--- config.mk ---
export PLATFORM = sky130hd
export DESIGN_NAME = mem_loader
export DESIGN_NICKNAME = d
export VERILOG_FILES = /design/src/rtl/mem_loader_pkg.sv /design/src/rtl/mem_loader_byte_packer.sv /design/src/rtl/mem_loader.sv
export SDC_FILE = /design/constraint.sdc
export NUM_CORES = 1
export LEC_CHECK = 0
export BUFFER_PORTS_ARGS = -buffer_cell sky130_fd_sc_hd__buf_2
export CORE_ASPECT_RATIO = 1.25
export CORE_MARGIN = 10
export CORE_UTILIZATION = 56
export DETAILED_ROUTE_END_ITERATION = 12
export PLACE_DENSITY = 0.81
export REMOVE_ABC_BUFFERS = 1
export SLEW_MARGIN = 40
export SYNTH_ARGS = -nofsm -noshare
export SYNTH_HDL_FRONTEND = slang
export SYNTH_SLANG_ARGS = --single-unit
--- constraint.sdc ---
create_clock -name clk -period 3.2 [get_ports clk]
set_clock_uncertainty 0.2 [all_clocks]
set_input_delay 0.48 -clock clk [delete_from_list [all_inputs] [get_ports clk]]
set_output_delay 0.48 -clock clk [all_outputs]
set_load 0.03 [all_outputs]
--- src/rtl/mem_loader_pkg.sv ---
// mem_loader_pkg
//   Shared definitions for the boot-time program loader: FSM state encoding,
//   bytes-per-word constant and the default memory geometry.
package mem_loader_pkg;

   typedef enum logic [2:0] {
      ST_IDLE    = 3'd0,
      ST_COLLECT = 3'd1,
      ST_WRITE   = 3'd2,
      ST_DONE    = 3'd3,
      ST_ERR     = 3'd4
   } state_e;

   localparam int          WORD_BYTES    = 4;
   localparam logic [31:0] DEF_MEM_SIZE  = 32'd128;
   localparam logic [31:0] DEF_BASE_ADDR = 32'd64;

endpackage

--- src/rtl/mem_loader_byte_packer.sv ---
// byte_packer
//   Packs a stream of bytes into a big-endian 32-bit word. The first byte of
//   a word lands in [31:24], the fourth in [7:0].
// Ports:
//   clk, rst   clock and synchronous active-high reset
//   clear      discard any partial word and restart at byte 0
//   in_valid   a byte is accepted this cycle
//   in_data    the byte being accepted
//   byte_idx   index (0..3) of the next byte slot to be filled
//   word       packing register
//   word_full  set once byte 3 has been accepted, cleared by clear/rst
module byte_packer (
   input  logic        clk,
   input  logic        rst,
   input  logic        clear,
   input  logic        in_valid,
   input  logic [7:0]  in_data,
   output logic [1:0]  byte_idx,
   output logic [31:0] word,
   output logic        word_full
);

   logic [1:0]  byte_idx_q, byte_idx_d;
   logic [31:0] word_q, word_d;
   logic        word_full_q, word_full_d;

   always_comb begin
      byte_idx_d  = byte_idx_q;
      word_d      = word_q;
      word_full_d = word_full_q;
      if (clear) begin
         byte_idx_d  = 2'd0;
         word_d      = 32'd0;
         word_full_d = 1'b0;
      end else if (in_valid) begin
         // Byte k goes to bits [31-8k -: 8].
         for (int k = 0; k < 4; k++) begin
            if (byte_idx_q == 2'(k)) begin
               word_d[31-8*k -: 8] = in_data;
            end
         end
         byte_idx_d  = byte_idx_q + 2'd1;
         word_full_d = (byte_idx_q == 2'd3);
      end
   end

   always_ff @(posedge clk) begin
      if (rst) begin
         byte_idx_q  <= 2'd0;
         word_q      <= 32'd0;
         word_full_q <= 1'b0;
      end else begin
         byte_idx_q  <= byte_idx_d;
         word_q      <= word_d;
         word_full_q <= word_full_d;
      end
   end

   assign byte_idx  = byte_idx_q;
   assign word      = word_q;
   assign word_full = word_full_q;

endmodule

--- src/rtl/mem_loader.sv ---
// mem_loader
//   Boot-time program loader. Accepts bytes over a valid/ready handshake,
//   packs four at a time into big-endian words and writes them to
//   consecutive addresses from BASE_ADDR. The core is held in reset until
//   the whole image has been written.
// Ports:
//   clk, rst                clock, synchronous active-high reset
//   start, len_words        begin a load of len_words 32-bit words
//   byte_valid, byte_data   incoming byte stream
//   byte_ready              loader accepts a byte this cycle
//   mem_wr_en/mask/addr/wdata  write port to memory port 0
//   busy, done, err         load status
//   core_rst                reset to the core, released only in DONE
module mem_loader
   import mem_loader_pkg::*;
#(
   parameter logic [31:0] BASE_ADDR = DEF_BASE_ADDR,
   parameter logic [31:0] MEM_SIZE  = DEF_MEM_SIZE,
   parameter int          LEN_W     = 8
) (
   input  logic             clk,
   input  logic             rst,
   input  logic             start,
   input  logic [LEN_W-1:0] len_words,
   input  logic             byte_valid,
   input  logic [7:0]       byte_data,
   output logic             byte_ready,
   output logic             mem_wr_en,
   output logic [3:0]       mem_wr_mask,
   output logic [31:0]      mem_addr,
   output logic [31:0]      mem_wdata,
   output logic             busy,
   output logic             done,
   output logic             err,
   output logic             core_rst
);

   localparam logic [LEN_W-1:0] CNT_ONE = LEN_W'(1);

   state_e           state_q, state_d;
   logic [31:0]      addr_q, addr_d;
   logic [LEN_W-1:0] word_cnt_q, word_cnt_d;
   logic [LEN_W-1:0] len_q, len_d;

   logic             accept;
   logic             pk_clear;
   logic [1:0]       pk_idx;
   logic [31:0]      pk_word;
   logic             pk_full;
   logic [31:0]      end_addr;
   logic [LEN_W-1:0] cnt_inc;

   assign accept   = byte_valid && (state_q == ST_COLLECT);
   // The packer only holds data while collecting or writing a word; leaving
   // WRITE clears it so the next word starts at byte 0.
   assign pk_clear = (state_q != ST_COLLECT);
   assign end_addr = BASE_ADDR + 32'(len_words) * 32'(WORD_BYTES);
   assign cnt_inc  = word_cnt_q + CNT_ONE;

   byte_packer u_packer (
      .clk       (clk),
      .rst       (rst),
      .clear     (pk_clear),
      .in_valid  (accept),
      .in_data   (byte_data),
      .byte_idx  (pk_idx),
      .word      (pk_word),
      .word_full (pk_full)
   );

   always_comb begin
      state_d    = state_q;
      addr_d     = addr_q;
      word_cnt_d = word_cnt_q;
      len_d      = len_q;
      case (state_q)
         ST_IDLE, ST_DONE, ST_ERR: begin
            if (start) begin
               if (end_addr > MEM_SIZE) begin
                  state_d = ST_ERR;
               end else if (len_words == '0) begin
                  state_d = ST_DONE;
               end else begin
                  len_d      = len_words;
                  addr_d     = BASE_ADDR;
                  word_cnt_d = '0;
                  state_d    = ST_COLLECT;
               end
            end
         end
         ST_COLLECT: begin
            if (accept && (pk_idx == 2'd3)) begin
               state_d = ST_WRITE;
            end
         end
         ST_WRITE: begin
            addr_d     = addr_q + 32'(WORD_BYTES);
            word_cnt_d = cnt_inc;
            state_d    = (cnt_inc == len_q) ? ST_DONE : ST_COLLECT;
         end
         default: state_d = ST_IDLE;
      endcase
   end

   always_ff @(posedge clk) begin
      if (rst) begin
         state_q    <= ST_IDLE;
         addr_q     <= 32'd0;
         word_cnt_q <= '0;
         len_q      <= '0;
      end else begin
         state_q    <= state_d;
         addr_q     <= addr_d;
         word_cnt_q <= word_cnt_d;
         len_q      <= len_d;
      end
   end

   // Output decode from registered state only; rst additionally blocks a
   // write that would coincide with reset.
   assign byte_ready  = (state_q == ST_COLLECT);
   assign mem_wr_en   = (state_q == ST_WRITE) && pk_full && !rst;
   assign mem_wr_mask = mem_wr_en ? 4'hF : 4'h0;
   assign mem_addr    = (state_q == ST_WRITE) ? addr_q : 32'd0;
   assign mem_wdata   = (state_q == ST_WRITE) ? pk_word : 32'd0;
   assign busy        = (state_q == ST_COLLECT) || (state_q == ST_WRITE);
   assign done        = (state_q == ST_DONE);
   assign err         = (state_q == ST_ERR);
   assign core_rst    = (state_q != ST_DONE);

endmodule

# == Yosys cells after proc, flatten, opt, wreduce, memory -nomap -nowiden ==
# Index checks and enable logic that the tools add are counted.
# classes
n_addsub,4
n_lt_le_gt_ge,1
n_eq_ne,14
mux,17
bitwise_logic,2
n_reduce_logical,19
# ops
operator,n
32-bit two-way mux,5
32-bit case mux with 2 select lines,1
32-bit by 3-bit adder with 32-bit output (second input constant),1
8-bit two-way mux,3
8-bit case mux with 2 select lines,1
7-bit by 10-bit adder with 11-bit output (first input constant),1
11-bit by 8-bit greater-than comparator with 1-bit output (second input constant),1
2-bit AND reduction,5
3-bit two-way mux,3
3-bit case mux with 3 select lines,1
8-bit by 1-bit adder with 8-bit output (second input constant),1
8-bit == test,1
8-bit logical NOT,1
4-bit AND reduction,2
3-bit by 2-bit == test with 1-bit output (second input constant),2
2-bit inequality test (second input constant),3
2-bit == test (second input constant),2
1-bit logical AND,4
2-bit two-way mux,2
4-bit two-way mux,1
3-bit by 1-bit == test with 1-bit output (second input constant),1
3-bit == test (second input constant),1
3-bit logical NOT,1
3-bit by 1-bit inequality test with 1-bit output (second input constant),1
other kinds (11),12
# word_totals
ff_bits,86
inputBits,20
out_inout_bits,74
elab_cells,67

# == Depth between registers and ports, before layout ==
# Gate-level depths: netlist of run 1.
# depth
ltp_word,5
depth_mapped,9

# == Hierarchy ==
# Synthesis of run 1 repeated with hierarchy kept, for this count alone.
# hier_totals
hier_cells,581
hier_area_um2,4911.0
# by_module_without_submodules
mod,instances,cells_per_inst,area_per_inst_um2,seq_area_each_um2
mem_loader,1,418,3314.4,980.9
byte_packer,1,163,1596.5,700.7

# == Worst setup path before layout of run 1 ==
# No wires, ideal clock.
# synth_path
path_kind,register to register
start,reg state_q[0]
end,reg addr_q[10]
arrival_time_ns,2.260
slack_ns,0.610
path_stages_with_launch,10
path_buffers,3
period_less_slack_ns,2.590
path_cell_list,dfxtp_1 > buf_2 > nand3b_1 > inv_1 > o221ai_2 > nor4_4 > or2_1 > buf_2 > buf_4 > a21oi_1
# synth_via
elab_chain_len,4
# synth_rtl
element,line_no,rtl
start: declaration,mem_loader.sv:40,"state_e state_q, state_d;"
start signal: assignment,mem_loader.sv:112,state_q <= state_d;
3-bit by 2-bit == test with 1-bit output (*),n/a,
via done,mem_loader.sv:33,"output logic done,"
3-bit OR reduction (*),mem_loader.sv:76,case (state_q)
2-bit inequality test (no line) / 2-bit nonzero test (equally long branches),n/a,
4-bit AND reduction (no line),n/a,
end signal: assignment,mem_loader.sv:113,addr_q <= addr_d;
end: declaration,mem_loader.sv:41,"logic [31:0] addr_q, addr_d;"
# Mark *: on every way through the listed nets, which the timed path passes. The rest lies on a longest branch.
# A chain may end at the register's enable or synchronous reset.

# == Worst setup path in the final report of run 1 ==
# layout_path
start,reg state_q[1]
end,out mem_wr_mask[0]
# layout_via
elab_chain_len,4
# layout_rtl
element,line_no,rtl
3-bit by 2-bit == test with 1-bit output,mem_loader.sv:122,assign mem_wr_en = (state_q == ST_WRITE) && pk_full && !rst;
1-bit logical AND (2 in a row),mem_loader.sv:122,
4-bit two-way mux,mem_loader.sv:123,assign mem_wr_mask = mem_wr_en ? 4'hF : 4'h0;
end: declaration,mem_loader.sv:29,"output logic [3:0] mem_wr_mask,"
# Every way passes these cells.

==> results of run 1 <==
## state kept, by name, summed over array words and instances (netlist names)
| register | count |
|---|---|
| word_cnt_q | 8 |
| state_q | 3 |
| addr_q | 30 |
| u_packer.word | 32 |
| len_q | 8 |
| u_packer.byte_idx | 2 |
| u_packer.word_full | 1 |
## kinds of logic after synthesis
logic type	count (synthesis)	synth area share, %
AOI/OAI and AO/OA	108	15.38
adders and majority gates	9	2.367
DFF	84	35.34
buffers and inverters	56	5.864
muxes	22	4.628
xor gates and xnor gates	11	2.025
other	1	0.07881
and+or+nand+nor	292	34.32
## metal layers
metal / up-vias / wire [um]
met5: - / 0
met4: 0 / 393
met3: 32 / 908
met2: 169 / 5984
met1: 2104 / 5295
li1: 2193 / -
## through the flow
step           utilization [%]  setup TNS, ns  instance area, sq um  total power, mW
6_report                 66.19              0                  5454            2.429
5_1_grt                  66.19              0                  5454            2.528
4_1_cts                  66.19              0                  5454            2.432
3_5_place_dp             63.36              0                  5221            1.565
3_3_place_gp             63.33              0                  5219            1.547
2_1_floorplan                -         -58.14                  4532            1.390
## tightest hold or removal path, stage by stage
cell and delay (ns):
buf_2 0.11, mux2i_1 0.07, nor2_1 0.07
## path summary, 6_finish.rpt
kind / startpoint / endpoint / slack, ns / cells past startpoint
max: state_q[1]$_SDFFE_PP0P_ / mem_wr_mask[0] / 0.43 / 4
min: len_words[3] / len_q[3]$_SDFFE_PP0P_ / 0.20 / 3
max reg2reg: state_q[0]$_SDFFE_PP0P_ / addr_q[20]$_SDFFE_PP0P_ / 0.62 / 5
min reg2reg: u_packer.word[26]$_SDFFE_PP0P_ / u_packer.word[26]$_SDFFE_PP0P_ / 0.25 / 2
## cells in the final DEF (no fill, tap or decap), types with 3 or more instances in the layout
cell type	count
dfxtp_1	84
nand4_1	9
a21oi_1	50
xnor2_1	8
a21oi_2	10
or2_2	3
mux2i_1	22
nor2_1	22
nand2b_1	14
o31ai_1	19
xor2_1	3
and2_1	66
inv_1	13
nand2_1	69
buf_4	14
ha_1	9
nor3_1	15
or3_1	4
o21ai_0	5
nor4_1	4
or4_4	11
or4_1	8
nand3_1	50
clkbuf_8	10
buf_2	91
## synth_stat cells (4+ instances only)
cell type	number	area [sq um]
nor3_1	15	75.07
nand3_1	50	250.2
or4_1	8	60.06
a21oi_1	50	250.2
nand2_1	70	262.8
o21ai_0	5	25.02
nand2b_1	14	87.58
dfxtp_1	84	1682
clkbuf_1	20	75.07
nor2_1	22	82.58
buf_4	10	75.07
or4_4	11	123.9
nor4_1	4	25.02
inv_1	13	48.80
or3_1	4	25.02
a21oi_2	10	87.58
xnor2_1	8	70.07
buf_2	7	35.03
nand4_1	9	56.30
o31ai_1	19	142.6
and2_1	66	412.9
mux2i_1	22	220.2
ha_1	9	112.6
## layout make-up
class	instances	area, sq um	share of cell area [%]
clock buffers	10	137.6	2.524
clock inverters	6	95.09	1.744
inverters	13	48.80	0.8947
multi-input cells	444	2809	51.50
flip-flops and latches	84	1682	30.83
well taps	97	121.4	2.225
repair buffers	105	560.5	10.28
## report_power, final
| part | internal, mW | switching [mW] |
|---|---|---|
| logic | 0.133 | 0.318 |
| clock network | 0.469 | 0.411 |
| registers | 1.06 | 0.0340 |
==> metrics.md, run 1 <==
| Metric | Value |
|---|---|
| Post-Route WL | 12,580 um |
| Met3 usage | 5.357% |
| Post-synthesis register bit count | 84 |
| Final setup vio count | 0 |
| Sequential fraction of the synthesis area | 35.34% |
| Synth Instances | 583 |
| Worst Hold Class | in -> reg |
| PnR worst setup slack | 0.4268 ns |
| Final Hold Fails | 0 |
| Post-DR wirelength/cell | 16.58 um |
| # port buffers | 91 |
| Area grow syn2layout | 14.62% |
| Worst VDD drop | 0.3282 mV |
| First-pass GRT wire length | 20,950 um |
| Hpwl dp | 9282 um |
| H-tree levels | 3 |
| GRT Residual Overflow | 0 |
| Buf/Inv on CP | 2 |
| Number of global-route vias before repair | 4,429 |
| Routability cong. | 0.8562 |
| Number of CTS-inserted buffers | 9 |
| Reg clk slew, reported paths | 0.09 ns |
| Worst EP required | 2.52 ns |
| Clock latency on the worst-skew pair | 0.36 ns |
| Grt met1 use | 23.80% |
| Clock Tree Root | clkbuf_8 |
| Inst Count DP | 743 |
| Die height | 123.1 um |
| Finished Layout Cells | 759 |
| Total power density per cell area | 445.4 nW/um^2 |
| Die Wd | 102.4 um |
| Post-route ant nets | 0 |
| Fmax | 360.6 MHz |
| GR Util All Layers | 20.18% |
| Initial core utilization | 57.74% |
| Worst path top cell family by delay | buffers and inverters |
| Mapped cell area | 4758 sq um |
| Slowest stage delay, CP | 0.51 ns |
| Layout cell share with drive strength beyond 1 | 23.56% |
| Die area | 12,610 sq um |
| Slowest cell on the critical path | dfxtp_1 |
| Slew headroom | 51.10% |
| LEAKAGE | 2.097 nW |
| CP endpoint kind | output pin |
| # resized after CTS | 0 |
| 1st-pass router iterations | 5 |
| Largest net degree at the start of global routing | 56 |
| Run status | completed |
| Startpoint class of the critical path | flop |
| Fin. max-slew vios | 0 |
| Worst hold margin | 0.2003 ns |
| DR vias | 4,498 |
| Row cnt | 37 |
| Cells along the critical path | nor3b_2 -> buf_4 -> and3_1 -> buf_2 |
| RSZ-0062 raised after global routing | no |
| Most used DFF post-synth | dfxtp_1 |
| Clock Sinks | 84 |
| Max Root-Sink Buffers | 2 |
| I/O pins | 94 |
| GR peak layer | met2 |
| Synth warn | 0 |
| Slew @ Worst Pin | 0.7302 ns |
| Number of fillers in the final layout | 698 |
| Post-synthesis async set-or-reset flop share | 0% |
| CTS tree | yes |
| Hold_buf cts | 0 |
| Residual DRC | 0 |
| WS Path Type | reg -> out |
| Min Tclk post-route | 2.773 ns |
| Final nets | 686 |
| Post-synth EDFFs | 0 |
| Netlist cell types | 61 |
| CP max FO | 55 |
| Post-CTS Setup Inserts | 0 |
| ANT cells | 0 |
| Max Cap Viol | 0 |
| Final period util | 86.66% |
| Via density | 5.926 |
| Setup WS pre-CTS | 0.3728 ns |
| Met2 Use GR | 33.48% |
| Crit path DAT | 2.09 ns |
| Core area | 8240 sq um |
| Synthesized area per cell | 8.162 sq um |
| 1st-iter DRT viols | 180 |
| Initial antenna violation count | 0 |
Note: power is estimated with default switching activity, not from simulation.
==> run 2: changes to the inputs <==
- SYNTH_HIERARCHICAL: default -> 1
==> run 2 against run 1 <==
  * Wire length down 4.1%
  * Sequential cell count unchanged
  * Clock power up 8.9%
  * Synthesized cell count down 0.34%
  * First-iteration DRC count up 28%
  * Critical path type unchanged
  * Critical endpoint is now mem_addr[8]
==> metrics.md, run 2 <==
| Metric | Value |
|---|---|
| Fmax | 374.9 MHz (+4.0%) |
| Placed Instance Area | 5276 sq um (+1.1%) |
| Total power draw | 2.397 mW (-1.3%) |
| Final nets | 663 (-3.4%) |
| Run status | completed |
| Hpwl dp | 8187 um (-12%) |
| Die Wd | 103.8 um (+1.3%) |
| Number of fillers in the final layout | 738 (+5.7%) |
| Startpoint class of the critical path | flop |
| Crit path DAT | 1.99 ns (-0.10 ns) |
| Initial core utilization | 57.07% (-0.68 points) |
| Synth Instances | 581 (-0.34%) |
| # port buffers | 91 (unchanged) |
| First-pass GRT wire length | 20,470 um (-2.3%) |
| Slowest stage delay, CP | 0.48 ns (-0.03 ns) |
| Final Hold Fails | 0 (unchanged) |
| Finished Core Util | 64.31% (-1.9 points) |
| Routability cong. | 0.8742 (+2.1%) |
| Worst path top cell family by delay | buffers and inverters |
| Clock latency on the worst-skew pair | 0.36 ns (about the same) |
| Row cnt | 38 (+2.7%) |
| Clock Tree Root | clkbuf_8 |
| Largest register FFs | 32 (unchanged) |
| CTS tree | yes |
| Synth top area share | 34.24% (-1.1 points) |
| GRT Residual Overflow | 0 (unchanged) |
| Post-DR wirelength/cell | 15.89 um (-4.1%) |
| 1st-pass router iterations | 5 (unchanged) |
| Worst Hold Class | in -> reg |
| Post-synthesis register bit count | 84 (unchanged) |
| Reg clk slew, reported paths | 0.09 ns (about the same) |
| Fin. max-slew vios | 0 (unchanged) |
| Total power density per cell area | 433.2 nW/um^2 (-2.7%) |
| Worst EP required | 2.52 ns (about the same) |
| Number of CTS-inserted buffers | 9 (unchanged) |
| Top cells by count, synth | 84 x dfxtp_1, 66 x a21oi_1, 66 x and2_1 |
| Via density | 5.934 (+0.13%) |
| Slew @ Worst Pin | 0.8102 ns (+0.07994 ns) |
| Post-synth top area cell | dfxtp_1 |
| Commonest non-fill, non-tap cell in the layout | buf_2 |
| Synth top area cells | dfxtp_1 34%, and2_1 8.4%, a21oi_1 6.7% |
| Post-route ant nets | 0 (unchanged) |
| Clock Sinks | 84 (unchanged) |
| GR Util All Layers | 18.18% (-2.0 points) |
| Worst hold margin | 0.1869 ns (-0.01334 ns) |
| Post-Route WL | 12,060 um (-4.1%) |
| Number of global-route vias before repair | 4,351 (-1.8%) |
| WS Path Type | reg -> out |
| Synthesized area per cell | 8.453 sq um (+3.6%) |
| FF-to-FF setup slack | 0.61 ns (about the same) |
| Setup_tns | 0 ns (unchanged) |
| Setup WS pre-CTS | 0.2866 ns (-0.08617 ns) |
| Synth warn | 6 (+6) |
| RSZ-0062 raised after global routing | no |
| PnR worst setup slack | 0.5328 ns (+0.1060 ns) |
| Area grow syn2layout | 12.69% |
| I/O pins | 94 (unchanged) |
| Slowest cell on the critical path | dfxtp_1 |
| Slew headroom | 45.54% (-5.6 points) |
| Most used DFF post-synth | dfxtp_1 |
| DR vias | 4,504 (+0.13%) |
| Inst Count DP | 743 (unchanged) |
| CP max FO | 64 (+16%) |
| H-tree levels | 3 (unchanged) |
| Mapped cell area | 4911 sq um (+3.2%) |
| Most frequent cells in the layout | 91 x buf_2, 84 x dfxtp_1, 66 x a21oi_1 |
| Post-synthesis async set-or-reset flop share | 0% (unchanged) |
| Die area | 12,940 sq um (+2.6%) |
| Count leader, synth | dfxtp_1 |
| Largest net degree at the start of global routing | 68 (+21%) |
| Final period util | 83.35% (-3.3 points) |
| ANT cells | 0 (unchanged) |
| FF/Latch Area | 1682 sq um (unchanged) |
| Finished Layout Cells | 759 (unchanged) |
| Final setup vio count | 0 (unchanged) |
| LEAKAGE | 2.110 nW (+0.59%) |
| Sequential fraction of the synthesis area | 34.24% (-1.1 points) |
| Residual DRC | 0 (unchanged) |
| Max Cap Viol | 0 (unchanged) |
| 1st-iter DRT viols | 230 (+28%) |
| # resized after CTS | 0 (unchanged) |
| Netlist cell types | 57 (-6.6%) |
| Die height | 124.7 um (+1.3%) |
| Worst VDD drop | 0.2698 mV (-18%) |
| Min Tclk post-route | 2.667 ns (-0.1060 ns) |
| Core area | 8606 sq um (+4.4%) |
| Post-synth EDFFs | 0 (unchanged) |
| Layout cell share with drive strength beyond 1 | 24.10% (+0.54 points) |
| Initial antenna violation count | 0 (unchanged) |
| Cells along the critical path | nor3b_2 -> buf_4 -> and2_1 -> buf_2 |
| CP endpoint kind | output pin |
| Post-CTS Setup Inserts | 0 (unchanged) |
| Buf/Inv on CP | 2 (unchanged) |
| Hold_buf cts | 0 (unchanged) |
| Max Root-Sink Buffers | 2 (unchanged) |
| Final Instance Area | 5534 sq um (+1.5%) |
| Multi-input logic area | 2894 sq um (+3.0%) |
run 2: kinds of logic (layout without fill, tap and decap cells):
family | after synthesis | count (layout) | share of synthesized area [%]
compound gates | 158 | 158 | 22.57
xor+xnor | 11 | 11 | 1.962
fa+ha+maj | 9 | 9 | 2.293
buf+inv | 67 | 124 | 7.389
flops | 84 | 84 | 34.24
mux | 14 | 14 | 2.853
other cells | 1 | 2 | 0.07636
simple gates | 237 | 237 | 28.61
run 2: layer usage:
metal / up-vias / track usage [%] / wire length [um]
met3: 18 / 6.263 / 928
met5: - / 0 / 0
li1: 2210 / - / -
met2: 153 / 30.83 / 5918
met4: 0 / 6.071 / 162
met1: 2123 / 20.81 / 5050
run 2: cell type report:
cell class,instances,share of cell area (%)
Inverter,12,0.8139
Sequential cell,84,30.39
Timing Repair Buffer,96,9.134
Clock buffer,11,2.736
Clock inverter,5,1.922
Multi-Input combinational cell,431,52.29
Tap cell,120,2.713
run 2: where the power goes:
| part | internal (mW) | switching, mW | total [mW] | leakage [nW] |
|---|---|---|---|---|
| Clock | 0.564 | 0.395 | 0.959 | 0.126 |
| Sequential | 1.06 | 0.0266 | 1.09 | 0.677 |
| Combinational | 0.0908 | 0.261 | 0.352 | 1.31 |
run 2: worst reg2reg max path: cells and delay by family (launching register included):
kind | cells | cell delay [ns]
buf+inv | 1 | 0.32
flops | 1 | 0.45
simple gates | 2 | 0.79
compound gates | 3 | 0.78
run 2: path summary, 6_finish.rpt:
| path | endpoint | start | depth (start not counted) |
|---|---|---|---|
| max | mem_addr[8] | state_q[1]$_SDFFE_PP0P_ | 4 |
| min | u_packer/word[27]$_SDFFE_PP0P_ | byte_data[3] | 3 |
| max reg2reg | addr_q[10]$_SDFFE_PP0P_ | state_q[0]$_SDFFE_PP0P_ | 6 |
| min reg2reg | len_q[7]$_SDFFE_PP0P_ | len_q[7]$_SDFFE_PP0P_ | 1 |
==> run 3: changes to the inputs <==
- clock period: 3.2 -> 2.75 ns (I/O delays scaled with it)
==> run 3 against run 2 <==
  * Via count is 0.33% lower
  * Register-to-register slack worse by 0.14 ns
  * Highest routed layer unchanged
  * Count of clock-buffer cells in the layout stayed put
==> metrics.md, run 3 (synthesis results as in run 2) <==
| Metric | Value |
|---|---|
| Max Root-Sink Buffers | 2 (unchanged) |
| Row cnt | 38 (unchanged) |
| Number of fillers in the final layout | 750 (+1.6%) |
| Routability cong. | 0.8692 (-0.57%) |
| Fmax | 407.7 MHz |
| Setup_tns | 0 ns (unchanged) |
| Initial core utilization | 57.07% (unchanged) |
| Commonest non-fill, non-tap cell in the layout | buf_2 |
| Post-DR wirelength/cell | 15.68 um (-1.3%) |
| Total power density per cell area | 457.0 nW/um^2 (+5.5%) |
| Reg clk slew, reported paths | 0.08 ns (about the same) |
| Largest register FFs | 32 (unchanged) |
| Final Instance Area | 5584 sq um (+0.90%) |
| I/O pins | 94 (unchanged) |
| 1st-iter DRT viols | 227 (-1.3%) |
| Final period util | 89.20% |
| Post-CTS Setup Inserts | 0 (unchanged) |
| Clock Sinks | 84 (unchanged) |
| Finished Core Util | 64.89% (+0.58 points) |
| Hold_buf cts | 0 (unchanged) |
| Final setup vio count | 0 (unchanged) |
| Total power draw | 2.552 mW (+6.4%) |
| Residual DRC | 0 (unchanged) |
| Placed Instance Area | 5406 sq um (+2.5%) |
| LEAKAGE | 2.127 nW (+0.83%) |
| Met2 Use GR | 29.48% (-1.3 points) |
| Clock Tree Root | clkbuf_8 |
| Most frequent cells in the layout | 91 x buf_2, 84 x dfxtp_1, 66 x a21oi_1 |
| Run status | completed |
| ANT cells | 0 (unchanged) |
| Clock latency on the worst-skew pair | 0.37 ns (about the same) |
| Core area | 8606 sq um (unchanged) |
| Max Cap Viol | 0 (unchanged) |
| First-pass GRT wire length | 20,670 um (+1.0%) |
| Final nets | 673 (+1.5%) |
| Area grow syn2layout | 13.71% |
| Met3 usage | 6.418% (+0.16 points) |
| CP max FO | 64 (unchanged) |
| Grt met1 use | 22.02% (+1.2 points) |
| Die Wd | 103.8 um (unchanged) |
| Layout cell share with drive strength beyond 1 | 24.96% (+0.86 points) |
| Fin. max-slew vios | 0 (unchanged) |
| GRT Residual Overflow | 0 (unchanged) |
| Startpoint class of the critical path | flop |
| Min Tclk post-route | 2.453 ns |
| Worst EP required | 2.14 ns (-0.38 ns) |
| H-tree levels | 3 (unchanged) |
| Slew @ Worst Pin | 0.6658 ns (-0.1443 ns) |
| CTS tree | yes |
| GR Util All Layers | 18.30% (+0.12 points) |
| # port buffers | 91 (unchanged) |
| Final Hold Fails | 0 (unchanged) |
| Worst hold margin | 0.1251 ns (-0.06185 ns) |
| WS Path Type | reg -> out |
| Slew headroom | 55.61% (+10 points) |
| Initial antenna violation count | 0 (unchanged) |
| Number of global-route vias before repair | 4,345 (-0.14%) |
| Worst Hold Class | in -> reg |
| Post-Route WL | 12,060 um (about the same) |
| Crit path DAT | 1.84 ns (-0.15 ns) |
| # resized after CTS | 0 (unchanged) |
| 1st-pass router iterations | 5 (unchanged) |
| Hpwl dp | 8326 um (+1.7%) |
| Largest net degree at the start of global routing | 68 (unchanged) |
| Via density | 5.837 (-1.6%) |
| Post-route ant nets | 0 (unchanged) |
| Die area | 12,940 sq um (unchanged) |
| Die height | 124.7 um (unchanged) |
| Number of CTS-inserted buffers | 9 (unchanged) |
| GR peak layer | met2 |
| DR vias | 4,489 (-0.33%) |
| RSZ-0062 raised after global routing | no |
| Worst VDD drop | 0.3581 mV (+33%) |
| CP endpoint kind | output pin |
-- run 3: cell count changes in the layout (fill, tap and decap cells not counted), moves of 2 or more --
cell	change
buf_12	+5
buf_4	+5
bufinv_16	-3
clkinvlp_4	+2
-- run 3: metal layers --
metal / up-vias / part of all wire, %
met5: - / 0
met4: 0 / 1.9
met3: 21 / 7.6
met2: 137 / 49
met1: 2103 / 42
li1: 2228 / -
-- run 3: final cells by class --
type / count / area, sq um / share of cell area, %
clock buffer: 11 / 141.4 / 2.532
clock inverter: 5 / 36.28 / 0.6498
inverter: 12 / 45.04 / 0.8066
multi-input combinational: 431 / 2887 / 51.69
sequential: 84 / 1682 / 30.11
tap: 120 / 150.1 / 2.689
timing repair buffer: 106 / 643.1 / 11.52
-- run 3: per-stage QoR --
| stage | std cells | setup slack (ns) |
|---|---|---|
| after floorplan | 527 | -1.956 |
| after global placement | 753 | 0.2570 |
| after detailed placement | 753 | 0.1711 |
| after CTS | 769 | 0.2896 |
| after global routing | 769 | 0.1327 |
| final | 769 | 0.2971 |
-- run 3: where the power goes --
group	switching, mW	internal [mW]
Sequential	0.0264	1.23
Combinational	0.319	0.159
Clock	0.460	0.354
Total	0.805	1.75
-- run 3: path summary, 6_finish.rpt --
path | start | to | slack, ns | depth (start not counted)
min | byte_data[0] | u_packer/word[0]$_SDFFE_PP0P_ | 0.13 | 3
max | state_q[1]$_SDFFE_PP0P_ | mem_addr[8] | 0.30 | 4
max reg2reg | addr_q[2]$_SDFFE_PP0P_ | addr_q[24]$_SDFFE_PP0P_ | 0.47 | 7
min reg2reg | len_q[7]$_SDFFE_PP0P_ | len_q[7]$_SDFFE_PP0P_ | 0.28 | 1
-- run 3: worst max-delay path: stages, from the launching register on --
cell	delay [ns]
dfxtp_1	0.48
nor3b_2	0.32
buf_12	0.26
and2_1	0.19
buf_2	0.21
